==> src/rtl/leaf_router_pkg.sv <==
// rtl/leaf_router_pkg.sv - shared constants and types for the leaf router schedulers
//
// Purpose: requester indices, direction codes, idle grant marker, scheduler
// state encoding, destination field positions and a round-robin helper.
// Ports: none (package).

package leaf_router_pkg;

  // Requester / port indices
  localparam logic [2:0] REQ_GPU = 3'd0;
  localparam logic [2:0] REQ_SP1 = 3'd1;
  localparam logic [2:0] REQ_SP2 = 3'd2;
  localparam logic [2:0] REQ_SP3 = 3'd3;
  localparam logic [2:0] REQ_SP4 = 3'd4;

  localparam int NUM_REQ = 5;

  // Crossbar direction status
  localparam logic [1:0] DIR_IDLE = 2'b00;
  localparam logic [1:0] DIR_UP   = 2'b01;
  localparam logic [1:0] DIR_DOWN = 2'b10;
  localparam logic [1:0] DIR_DROP = 2'b11;

  // current_grant value while nothing is granted
  localparam logic [2:0] IDLE_GRANT = 3'd7;

  // Destination field positions inside a 6-bit destination
  localparam int GRP_MSB = 5;
  localparam int GRP_LSB = 2;
  localparam int RTR_MSB = 1;
  localparam int RTR_LSB = 0;

  typedef enum logic [1:0] {
    ST_IDLE = 2'd0,
    ST_XFER = 2'd1,
    ST_DROP = 2'd2
  } sched_state_t;

  // Index following i in the 0..4 ring
  function automatic logic [2:0] next_idx(input logic [2:0] i);
    return (i >= 3'd4) ? 3'd0 : i + 3'd1;
  endfunction

endpackage

==> src/rtl/rr_pick5.sv <==
// rtl/rr_pick5.sv - combinational five-way round-robin picker
//
// Purpose: returns the first asserted request at or after ptr, wrapping
// modulo 5. Shared by the leaf and spine-side schedulers.
// Ports:
//   req   in  5  request vector
//   ptr   in  3  starting index (0-4)
//   valid out 1  at least one request present
//   index out 3  chosen requester index

module rr_pick5 (
  input  logic [4:0] req,
  input  logic [2:0] ptr,
  output logic       valid,
  output logic [2:0] index
);

  logic [3:0] sum;
  logic [2:0] cand;

  // Walk the ring from the farthest offset down to offset 0 so that the
  // closest requester to ptr is the last (and therefore winning) assignment.
  always_comb begin
    valid = 1'b0;
    index = 3'd0;
    sum   = 4'd0;
    cand  = 3'd0;
    for (int k = 4; k >= 0; k--) begin
      sum = {1'b0, ptr} + 4'(k);
      if (sum >= 4'd5) sum = sum - 4'd5;
      cand = sum[2:0];
      if (req[cand]) begin
        valid = 1'b1;
        index = cand;
      end
    end
  end

endmodule

==> src/rtl/leaf_xbar_scheduler.sv <==
// rtl/leaf_xbar_scheduler.sv - round-robin burst scheduler for the leaf crossbar
//
// Purpose: shares the leaf crossbar between the GPU and spines 1-4. Decodes the
// winner's destination, holds the grant for up to MAX_BURST beats, then
// rotates. Non-routable requests are acknowledged for one cycle and counted.
// Ports:
//   clk           in  1   system clock
//   reset         in  1   synchronous active-high reset
//   arb_enable    in  1   permits grants; low releases an active grant
//   req           in  5   requests, bit0=GPU, bit1..4=spine1..4
//   dest_addr     in  30  6-bit destination per requester
//   tgt_ready     in  5   target port can accept a beat
//   grant         out 5   one-hot registered grant
//   beat          out 1   a beat moves this cycle
//   target_sel    out 3   target port index
//   current_grant out 3   granted requester, 7 when idle
//   direction     out 2   idle / up / down / drop
//   busy          out 1   transfer or drop in progress
//   drop_count    out 8   saturating dropped-request count

module leaf_xbar_scheduler
  import leaf_router_pkg::*;
#(
  parameter logic [1:0] ROUTER_ID = 2'd2,
  parameter logic [3:0] GROUP_ID  = 4'b0111,
  parameter int         MAX_BURST = 4
) (
  input  logic        clk,
  input  logic        reset,
  input  logic        arb_enable,
  input  logic [4:0]  req,
  input  logic [29:0] dest_addr,
  input  logic [4:0]  tgt_ready,
  output logic [4:0]  grant,
  output logic        beat,
  output logic [2:0]  target_sel,
  output logic [2:0]  current_grant,
  output logic [1:0]  direction,
  output logic        busy,
  output logic [7:0]  drop_count
);

  sched_state_t state;
  logic [2:0]   rr_ptr;
  logic [3:0]   beat_cnt;

  logic         pick_valid;
  logic [2:0]   pick_idx;
  logic [5:0]   pick_dest;
  logic         is_local;
  logic         dec_drop;
  logic [1:0]   dec_dir;
  logic [2:0]   dec_target;
  logic         last_beat;
  logic         xfer_release;

  rr_pick5 u_pick (
    .req   (req),
    .ptr   (rr_ptr),
    .valid (pick_valid),
    .index (pick_idx)
  );

  // Destination decode for the round-robin winner
  always_comb begin
    case (pick_idx)
      3'd1:    pick_dest = dest_addr[11:6];
      3'd2:    pick_dest = dest_addr[17:12];
      3'd3:    pick_dest = dest_addr[23:18];
      3'd4:    pick_dest = dest_addr[29:24];
      default: pick_dest = dest_addr[5:0];
    endcase

    is_local = (pick_dest[GRP_MSB:GRP_LSB] == GROUP_ID) &&
               (pick_dest[RTR_MSB:RTR_LSB] == ROUTER_ID);

    if (pick_idx == REQ_GPU) begin
      // GPU traffic leaves upward; a destination of this very leaf is a loopback
      dec_drop   = is_local;
      dec_dir    = DIR_UP;
      dec_target = {1'b0, pick_dest[RTR_MSB:RTR_LSB]} + 3'd1;
    end else begin
      // Spine traffic is only accepted when it is addressed to this leaf
      dec_drop   = !is_local;
      dec_dir    = DIR_DOWN;
      dec_target = REQ_GPU;
    end
  end

  // Beat is combinational from the registered grant so the target sees it in
  // the same cycle its ready is high.
  assign beat         = (state == ST_XFER) && tgt_ready[target_sel];
  assign last_beat    = beat && (beat_cnt == 4'(MAX_BURST - 1));
  assign xfer_release = !req[current_grant] || !arb_enable || last_beat;

  always_ff @(posedge clk) begin
    if (reset) begin
      state         <= ST_IDLE;
      rr_ptr        <= 3'd0;
      beat_cnt      <= 4'd0;
      grant         <= 5'd0;
      target_sel    <= 3'd0;
      current_grant <= IDLE_GRANT;
      direction     <= DIR_IDLE;
      busy          <= 1'b0;
      drop_count    <= 8'd0;
    end else begin
      case (state)
        ST_IDLE: begin
          if (arb_enable && pick_valid) begin
            grant         <= 5'b00001 << pick_idx;
            current_grant <= pick_idx;
            busy          <= 1'b1;
            beat_cnt      <= 4'd0;
            if (dec_drop) begin
              state      <= ST_DROP;
              direction  <= DIR_DROP;
              target_sel <= 3'd0;
            end else begin
              state      <= ST_XFER;
              direction  <= dec_dir;
              target_sel <= dec_target;
            end
          end
        end

        ST_XFER: begin
          if (xfer_release) begin
            state         <= ST_IDLE;
            rr_ptr        <= next_idx(current_grant);
            beat_cnt      <= 4'd0;
            grant         <= 5'd0;
            target_sel    <= 3'd0;
            current_grant <= IDLE_GRANT;
            direction     <= DIR_IDLE;
            busy          <= 1'b0;
          end else if (beat) begin
            beat_cnt <= beat_cnt + 4'd1;
          end
        end

        ST_DROP: begin
          // One-cycle acknowledge; the count sticks at its maximum
          if (drop_count != 8'hFF) drop_count <= drop_count + 8'd1;
          state         <= ST_IDLE;
          rr_ptr        <= next_idx(current_grant);
          beat_cnt      <= 4'd0;
          grant         <= 5'd0;
          target_sel    <= 3'd0;
          current_grant <= IDLE_GRANT;
          direction     <= DIR_IDLE;
          busy          <= 1'b0;
        end

        default: begin
          state         <= ST_IDLE;
          grant         <= 5'd0;
          current_grant <= IDLE_GRANT;
          direction     <= DIR_IDLE;
          busy          <= 1'b0;
        end
      endcase
    end
  end

endmodule

==> config.mk <==
export PLATFORM = sky130hd
export DESIGN_NAME = leaf_xbar_scheduler
export DESIGN_NICKNAME = d
export VERILOG_FILES = /design/src/rtl/leaf_router_pkg.sv /design/src/rtl/rr_pick5.sv /design/src/rtl/leaf_xbar_scheduler.sv
export SDC_FILE = /design/constraint.sdc
export NUM_CORES = 1
export LEC_CHECK = 0
export CAP_MARGIN = 5
export CORE_ASPECT_RATIO = 1.4
export CORE_MARGIN = 2
export CORE_UTILIZATION = 50
export CTS_CLUSTER_DIAMETER = 30
export DETAILED_ROUTE_END_ITERATION = 8
export PLACE_DENSITY = 0.8
export SKIP_LAST_GASP = 1
export SYNTH_ARGS = -nofsm -noshare
export SYNTH_HDL_FRONTEND = slang
export SYNTH_SLANG_ARGS = --single-unit
==> constraint.sdc <==
create_clock -name clk -period 14.5 [get_ports clk]
set_clock_uncertainty 0.05 [all_clocks]
set_input_delay 2.175 -clock clk [delete_from_list [all_inputs] [get_ports clk]]
set_output_delay 2.175 -clock clk [all_outputs]
set_load 0.01 [all_outputs]
* Word level (Yosys, flattened, before mapping) *
Index checks and enable logic that the tools add are counted.

word-level totals
  register bits after elaboration = 31
  output and inout port bits = 23
  word-level logic and storage cells = 127
  input port bits = 43

operators by class
  eq/ne operators = 13
  multiplexer cells = 60
  shifts and indexed selects = 1
  magnitude comparators = 13
  reductions and logical operators = 18
  add/subtract/negate cells = 13

operators by type and width
  kind                                                         number
  two-way mux 3 bit                                            18
  less-than comparator 3 x 4 -> 1 bit (second input constant)  7
  one-hot mux 6 bit (4 select lines)                           1
  binary-select mux 1 bit (select 3 bit)                       7
  >= comparator 4 x 3 -> 1 bit (second input constant)         4
  two-way mux 1 bit                                            15
  subtractor 3 bit (second input constant)                     5
  two-way mux 2 bit                                            6
  two-way mux 4 bit                                            3
  one-hot mux 3 bit (2 select lines)                           2
  one-hot mux 4 bit (3 select lines)                           1
  two-way mux 5 bit                                            2
  one-hot mux 5 bit (2 select lines)                           1
  one-hot mux 3 bit (3 select lines)                           1
  adder 3 x 2 -> 4 bit (second input constant)                 2
  adder 8 x 1 -> 8 bit (second input constant)                 1
  != test 8 bit (second input constant)                        1
  one-hot mux 2 bit (2 select lines)                           2
  == test 3 x 2 -> 1 bit (second input constant)               2
  >= comparator 3 bit (second input constant)                  2
  AND reduction 2 bit                                          3
  AND reduction 3 bit                                          2
  << shifter 1 x 3 -> 5 bit (first input constant)             1
  adder 3 x 1 -> 4 bit (second input constant)                 1
  20 further kinds                                             28

* Longest topological paths before layout *
Gate-level depths: netlist of the first run.

  depth after elaboration = 19
  gate-level depth with buffers = 25
  depth with buffers taken out = 23

* Modules after synthesis *
From an unflattened synthesis of the first run, not the netlist that was laid out.

second synthesis, totals
  cell total of the unflattened synthesis = 401
  area, all modules = 3228.1 sq um

modules (own cells, without submodules)
  module               cells an instance  instances  sequential area each (sq um)  area each (sq um)
  leaf_xbar_scheduler  241                1          620.6                         2025.7
  rr_pick5             160                1          0.0                           1202.4

* Worst setup path after synthesis of the first run *
Ideal clock, no wire load.

  kind = in2reg
  start = in req[1]
  end = reg target_sel[1]
  cell stages on the path = 19
  required time = 14.380 ns
  library setup time = 0.070 ns
  arrival = 5.938 ns
  buffers on the path = 1
  path slack = 8.442 ns
  path through = mux4_2 -> a2bb2oi_2 -> and2_4 -> o31ai_1 -> o31ai_1 -> o31ai_1 -> buf_2 -> mux2_1 -> a21oi_1 -> a21oi_1 -> ha_1 -> nand3b_1 -> a31oi_1 -> a21o_1 -> ha_1 -> nor3_1 -> nand4_1 -> or2_2 -> a21oi_1

on the way
  longest elaborated chain between the ends = 16
  elaborated cells on any way between the ends = 45
  classes of those cells = add/sub: 1; eq/ne: 8; mux: 28; reduce/logical: 8

ends and longest elaborated chain
  what                                                            line                                                  source
  start: declaration                                              leaf_xbar_scheduler.sv:31                             input logic [4:0] req,
  binary-select mux 1 bit (select 3 bit)                          rr_pick5.sv:32                                        if (req[cand]) begin
  two-way mux 1 bit (not written as such)                         rr_pick5.sv:32
  two-way mux 3 bit (5 in series)                                 rr_pick5.sv:32
  == test 3 bit, or another cell as far along                     leaf_xbar_scheduler.sv:66                             case (pick_idx)
  one-hot mux 6 bit (4 select lines)                              leaf_xbar_scheduler.sv:66
  == test 4 x 3 -> 1 bit / == test 2 bit (equally long branches)  leaf_xbar_scheduler.sv:74, leaf_xbar_scheduler.sv:75
  logical AND 1 bit                                               leaf_xbar_scheduler.sv:74                             is_local = (pick_dest[GRP_MSB:GRP_LSB] == GROUP_ID) &&
  zero test 1 bit                                                 leaf_xbar_scheduler.sv:84                             dec_drop = !is_local;
  two-way mux 1 bit                                               leaf_xbar_scheduler.sv:77                             if (pick_idx == REQ_GPU) begin
  two-way mux 3 bit                                               leaf_xbar_scheduler.sv:115                            if (dec_drop) begin
  two-way mux 3 bit                                               leaf_xbar_scheduler.sv:110                            if (arb_enable && pick_valid) begin
  one-hot mux 3 bit (3 select lines)                              leaf_xbar_scheduler.sv:108                            case (state)
  end signal: assignment                                          leaf_xbar_scheduler.sv:122                            target_sel <= dec_target;
  end: declaration                                                leaf_xbar_scheduler.sv:36                             output logic [2:0] target_sel,

Several ways; a longest one is shown, not always the timed one. The select of a mux whose other input is x is not followed.
A chain may end at the register's enable or synchronous reset.

* Worst setup path in the final report of the first run *
  start = in req[2]
  end = reg target_sel[2]

Same word-level chain as after synthesis.

==> results.md, run 1 <==
* Rows at 32
* Slowest cell on the critical path: o31ai_2
* Status: completed
* Number of max-cap violations at 0
* Largest net degree at the start of global routing at 31
* DIE AREA at between 6000 and 7000 µm²
* WL per Instance at ~16 µm
* Seq pwr share at between 20% and 30%
* Slew headroom at 28.9%
* Vias at between 2000 and 3000
* EDFF count, synth at 0
* Maximum vdd drop at about 140 µV
* Final max-slew violation count at 0
* Logic pwr share at about 63%
* ANT nets after route at 0
* Fillers at 502
* Synth Net Count at ~420
* Drt via density at ~6.0
* Skew-Pair Late Insertion Delay at 0.29 ns
* Critical Path Source Type: input port
* Synth warn at 0
* TritonCTS clock tree: yes
* Reg2reg path depth at 21
* Yosys reg bits at 31
* Sw frac at roughly 45%
* H-tree Lvls at 2
* Total GRT Usage at between 20% and 30%
* Core area at ~5500 µm²
* Unique masters post-synth at 69
* Sequential area share after synthesis at around 22%
* RSZ-0062 raised after global routing: false
* Final Cell Area at about 3600 µm²
* Layout cell share with drive strength beyond 1 at under 10%
* DP HPWL at slightly below 6000 µm
* WHS Path Cells at 2
* M1 GR Usage at between 20% and 30%
* Dominant synthesized flop cell: dfxtp_1
* Final WL at slightly below 8000 µm
* Number of DRC markers in iteration 0 at ~170
* Net switching power at 0.240 mW
* Clock Path Buffers at 2
* # diodes at 0
* DRC errors left at 0
* CTS Hold Buffers Added at 0
* Post-DP Area at 3520 µm²
* Worst Path Arrival at ~7 ns
* Syn Area/Cell at between 8 and 9 µm²
* Leak pwr at around 1.4 nW
* P&R area growth vs syn at 24.9%
* Post-route minimum period at between 6 and 7 ns
* First drt pass iteration count at 4
* Final hold violations at 0
* CP cell instances: clkdlybuf4s50_1 > mux4_2 > a2bb2oi_2 > and2_4 > o31ai_1 > o31ai_1 > o31ai_2 > nor2_1 > nand2_1 > nor2_1 > a21oi_1 > ha_1 > nand4_1 > a31oi_1 > a21o_1 > ha_1 > nor3_1 > nand4_1 > or2_2 > a21oi_1
* Layout net count at approximately 470
* Final worst path period share at between 40% and 50%
* Gate Count Post-Synth at 356
* Clk pwr share at between 10 and 15%
* Met3 GRT Util at between 4 and 5%
* Int Pwr at between 0.2 and 0.3 mW
* Total grt overflow at 0
* Hold Crit Class: reg2reg
* Max stage delay on crit path at around 0.8 ns
* TritonCTS Buffers at 5
* Starting Density at a little over half
* M2 GR Usage at between 40% and 50%
* Number of port buffers at 65
* Post-CTS sizing at 0
* CTS sink count at 31
* Die Span Y at about 94 µm
* GRT Max-Usage Layer: met2
* Die width at ~70 µm
* Root Buffer: clkbuf_8
* F_max at approximately 140 MHz
* Setup TNS Final at 0 ns
* Slew @ Worst Pin at ~1.1 ns
* Commonest non-fill, non-tap cell in the layout: clkdlybuf4s50_1
* CP endpoint kind: flip-flop
* Setup violations, final at 0
* CP required at about 15 ns
* Post-CTS Setup Bufs at 0
* Commonest cells after routing, fill and taps aside: clkdlybuf4s50_1, nor2_1, dfxtp_1, mux2i_1, a21oi_1
* Vias in the first global route at 2746
* Power Dens Cells at 148 nW/µm²
* First-pass GRT wire length at between 10000 and 15000 µm
* Cell Area, Synth at 2890 µm²
* Worst Path Max Fanout at 13
* GP Congestion at between 0.8 and 0.9
* Worst setup path class: in2reg
* Ys async rst share at 0%
* Worst-path clk slew at about 0.070 ns
* Top-level I/O count at between 60 and 70
* Initial antenna violation count at 0
==> stage by stage <==
step / setup slack (ns) / power [mW] / util (%) / instances / hold WS, ns
after floorplan: 8.44 / 0.370 / - / 356 / 0.415
after global placement: 7.47 / 0.459 / 63.7 / 471 / 0.402
after detailed placement: 7.27 / 0.464 / 63.7 / 471 / 0.402
after CTS: 7.55 / 0.532 / 65.2 / 479 / 0.417
after global routing: 7.04 / 0.576 / 65.2 / 479 / 0.457
final: 7.52 / 0.532 / 65.2 / 479 / 0.419
==> worst max-delay path, delay by kind of cell <==
family	cells	cell delay, ns
compound gates	8	2.04
fa+ha+maj	2	0.49
buf+inv	1	0.56
mux	1	0.52
simple gates	8	1.32
==> layer usage <==
| layer | vias up | wire [µm] |
|---|---|---|
| met3 | 17 | 338 |
| met1 | 1343 | 3040 |
| met2 | 81 | 4090 |
| met4 | 0 | 243 |
| li1 | 1417 | - |
| met5 | - | 0 |
==> layout make-up <==
type,instances,area [µm²],area share (%)
clock buffer,7,76.3,2.12
clock inverter,1,5.00,0.139
inverter,17,63.8,1.77
multi-input combinational,290,2100,58.3
sequential,31,621,17.2
tap,68,85.1,2.36
timing repair buffer,65,651,18.1
==> cell usage after synthesis (3+ instances only) <==
library cell	number	area, µm²
o31ai_1	3	22.5
nor3_1	9	45.0
nand2_1	23	86.3
a211oi_1	5	37.5
buf_6	3	33.8
nand2b_1	6	37.5
o21a_1	3	22.5
mux2_1	3	33.8
and2_1	4	25.0
a22oi_1	4	30.0
clkbuf_1	6	22.5
buf_2	8	40.0
nand4_1	8	50.1
nor2_1	48	180
xnor2_1	3	26.3
a21o_1	6	45.0
a222oi_1	3	30.0
o21ai_0	8	40.0
mux4_2	4	90.1
mux2i_1	26	260
or2_2	4	25.0
xor2_1	6	52.6
nand3_1	7	35.0
inv_1	15	56.3
a21oi_1	25	125
or3_1	3	18.8
nand3b_1	5	37.5
ha_1	19	238
dfxtp_1	31	621
a31oi_1	6	37.5
nor2b_1	4	25.0
o21bai_1	4	30.0
==> power groups by stage <==
stage	combinational (mW)	clock [mW]	sequential [mW]
after floorplan	0.240	0	0.130
after global placement	0.328	0	0.130
after detailed placement	0.333	0	0.131
after CTS	0.336	0.0671	0.130
after global routing	0.372	0.0708	0.133
final	0.337	0.0654	0.129
==> flip-flops by register name, summed over array words and instances, names as in the netlist <==
signal         flops
beat_cnt           4
busy               1
current_grant      3
direction          2
drop_count         8
grant              5
rr_ptr             3
state              2
target_sel         3
==> logic make-up (layout without fill, tap and decap cells) <==
group	Yosys count	in the layout	share of synthesized area [%]
AND/OR/NAND/NOR	134	134	23.3
flip-flops	31	31	21.5
adder cells (fa/ha/maj)	20	20	8.93
multiplexers	37	37	15.1
buffers and inverters	35	90	5.81
AO/OA/AOI/OAI	90	90	22.6
XOR/XNOR	9	9	2.73
==> final timing paths <==
check,slack [ns],startpoint,to
setup / recovery,7.52,req[2],target_sel[2]
hold / removal,0.42,grant[4],grant[4]
setup reg to reg,7.98,rr_ptr[0],target_sel[2]
hold reg to reg,0.42,grant[4],grant[4]
(Power assumes the default switching activity.)
==> inputs of run 2 (changes only) <==
- clock period: 14.5 -> 6.9 ns (I/O delays scaled with it)
==> run 2 against run 1 <==
Net effect:
- final area up 0.38%
- register-to-register slack worse by 7.3 ns
- combinational power up 110%
- clock power up 91%
- sequential cell count unchanged
- power up 110%
- worst setup slack worse by 6.9 ns
- routed wire length up 3.4%
- global-route usage up 1.5 points
- via count up 2.4%
- critical path type is now reg2reg
- critical endpoint is now target_sel[1]
- highest routed layer unchanged
==> results.md, run 2 (synthesis gave the netlist of run 1 again) <==
* Status: completed (unchanged)
* Clk pwr share at 11.2% (was 12.3%)
* Initial antenna violation count at 0 (unchanged)
* Seq pwr share at 24.1% (was 24.4%)
* Worst-path clk slew at 0.06 ns (was 0.07 ns)
* Root Buffer: clkbuf_8 (unchanged)
* Leading registers by flop count: drop_count x8, grant x5, beat_cnt x4 (unchanged)
* Die width at 68.2 µm (unchanged)
* Rows at 32 (unchanged)
* DIE AREA at 6400 µm² (unchanged)
* Sw frac at 45.0% (was 45.2%)
* Die Span Y at 93.9 µm (unchanged)
* Reg area at 621 µm² (unchanged)
* Largest reg by FF count: drop_count (unchanged)
* Largest net degree at the start of global routing at 31 (unchanged)
* Reg2reg path depth at 21 (unchanged)
* # diodes at 0 (unchanged)
* Total GRT Usage at 26.7% (was 25.3%)
* Fillers at 474 (was 502)
* Commonest cells after routing, fill and taps aside: clkdlybuf4s50_1, nor2_1, dfxtp_1, mux2i_1, a21oi_1 (unchanged)
* CTS sink count at 31 (unchanged)
* Maximum vdd drop at 215 µV (was 136 µV)
* GP Congestion at 0.972 (was 0.882)
* H-tree Lvls at 2 (unchanged)
* Final max-slew violation count at 0 (unchanged)
* CP endpoint kind: flip-flop (unchanged)
* Setup TNS Final at 0 ns (unchanged)
* Final WL at 7970 µm (was 7710 µm)
* Core area at 5530 µm² (unchanged)
* RSZ-0062 raised after global routing: false (unchanged)
* Hold WS at 0.421 ns (was 0.419 ns)
* CTS Hold Buffers Added at 0 (unchanged)
* RR Startpoint: rr_ptr[1] (was rr_ptr[0])
* Post-CTS Setup Bufs at 0 (unchanged)
* Final Non-Filler Cells at 480 (was 479)
* Post-route minimum period at 6.25 ns
* Hold Crit Class: reg2reg (unchanged)
* DP HPWL at 6180 µm (was 5880 µm)
* R2R Setup Slk at 0.65 ns (was 7.98 ns)
* Clock Path Buffers at 2 (unchanged)
* Total grt overflow at 0 (unchanged)
* CP required at 7.03 ns (was 14.65 ns)
* Int Pwr at 0.614 mW (was 0.291 mW)
* Drt via density at 6.10 (was 5.97)
* Number of port buffers at 65 (unchanged)
* Worst Path Max Fanout at 21 (was 13)
* First drt pass iteration count at 4 (unchanged)
* P&R area growth vs syn at 25.4% (was 24.9%)
* Critical Path Source Type: flip-flop (was input port)
* Largest register FFs at 8 (unchanged)
* Vias in the first global route at 2913 (was 2746)
* Net switching power at 0.502 mW (was 0.240 mW)
* TritonCTS clock tree: yes (unchanged)
* Skew-Pair Late Insertion Delay at 0.27 ns (was 0.29 ns)
* Final worst path period share at about nine tenths
* Worst R2R End: target_sel[1] (was target_sel[2])
* Number of max-cap violations at 0 (unchanged)
* Slew headroom at 30.2% (was 28.9%)
* First-pass GRT wire length at 13300 µm (was 12500 µm)
* Setup violations, final at 0 (unchanged)
* Placed cell count at 474 (was 471)
* Logic pwr share at 64.6% (was 63.3%)
* Leak pwr at 1.41 nW (was 1.40 nW)
* Layout net count at 476 (was 473)
* Vias at 2928 (was 2858)
* Slew @ Worst Pin at 1.04 ns (was 1.06 ns)
* Power Dens Cells at 309 nW/µm² (was 148 nW/µm²)
* Layout cell share with drive strength beyond 1 at 7.52% (was 7.06%)
* HP Start: grant[4] (unchanged)
* ANT nets after route at 0 (unchanged)
* Number of DRC markers in iteration 0 at 283 (was 166)
* Worst setup path class: reg2reg (was in2reg)
* Final hold violations at 0 (unchanged)
* TritonCTS Buffers at 5 (unchanged)
* F_max at ~160 MHz
* DRC errors left at 0 (unchanged)
* Post-CTS sizing at 0 (unchanged)
* WHS Path Cells at 2 (unchanged)
* WL per Instance at 16.6 µm (was 16.1 µm)
* Top-level I/O count at 66 (unchanged)
* Hold path endpoint: grant[4] (unchanged)
* Multi-input gate area at 2100 µm² (unchanged)
* Post-DP Area at 3540 µm² (was 3520 µm²)
* Worst Path Arrival at 6.38 ns (was 7.12 ns)
* Commonest non-fill, non-tap cell in the layout: clkdlybuf4s50_1 (unchanged)
* Starting Density at 52.2% (unchanged)
* Final Cell Area at 3620 µm² (was 3600 µm²)
==> run 2: cell count changes in the layout (fill, tap and decap cells not counted), sizes merged <==
cell and delta:
clkinv -1, buf +3, clkbuf -1
==> run 2: power groups by stage <==
stage,sequential (mW),combinational (mW),clock [mW]
2_1_floorplan,0.272,0.505,0
3_3_place_gp,0.270,0.706,0
3_5_place_dp,0.272,0.714,0
4_1_cts,0.269,0.721,0.129
5_1_grt,0.276,0.806,0.137
6_report,0.269,0.722,0.125
==> run 2: worst max path at each step <==
stage / start / end / slack (ns) / cells past startpoint
4_1_cts: rr_ptr[1] / target_sel[2] / 0.73 / 21
3_3_place_gp: rr_ptr[1] / target_sel[1] / 1.01 / 21
5_1_grt: rr_ptr[1] / target_sel[1] / 0.12 / 21
2_1_floorplan: rr_ptr[1] / target_sel[1] / 1.64 / 23
3_5_place_dp: rr_ptr[1] / target_sel[1] / 0.75 / 21
6_report: rr_ptr[1] / target_sel[1] / 0.65 / 21
==> run 2: area by class of cell <==
cell class / count / area share, %
flip-flops and latches: 31 / 17.2
clock buffers: 6 / 2.01
inverters: 17 / 1.76
repair buffers: 68 / 18.6
multi-input cells: 290 / 58.1
well taps: 68 / 2.35
==> run 2: routing by layer <==
layer	part of all wire, %	GRT usage [%]
met5	0	0
met4	3.2	13.2
met3	4.4	4.68
met2	54	46.3
met1	39	30.6
==> run 2: worst max-delay path, stage by stage (launching register included) <==
cell and delay (ns):
dfxtp_1 0.72, inv_1 0.27, ha_1 0.83, mux2i_1 0.32, mux2i_1 0.15, a22oi_1 0.32
nand2b_1 0.21, mux2_2 0.33, a31oi_2 0.54, inv_1 0.20, nor2_1 0.19, a21oi_1 0.07
mux2_2 0.27, ha_1 0.22, nand3b_1 0.10, a31oi_1 0.11, a21o_1 0.17, ha_1 0.31
nor3_1 0.14, nand4_1 0.16, or2_2 0.33, a21oi_1 0.14
==> run 2: per-stage QoR <==
step                      worst slack (ns)  util, %  total power, mW
after floorplan                       1.64        -            0.777
after global placement                1.01     64.2            0.976
after detailed placement             0.747     64.2            0.986
after CTS                            0.729     65.5             1.12
after global routing                 0.122     65.5             1.22
final                                0.651     65.5             1.12
==> inputs of run 3 (changes only) <==
- CAP_MARGIN: 5 -> 20
==> results of run 3 <==
Final layout, timing and power as in run 2 (identical DEF).
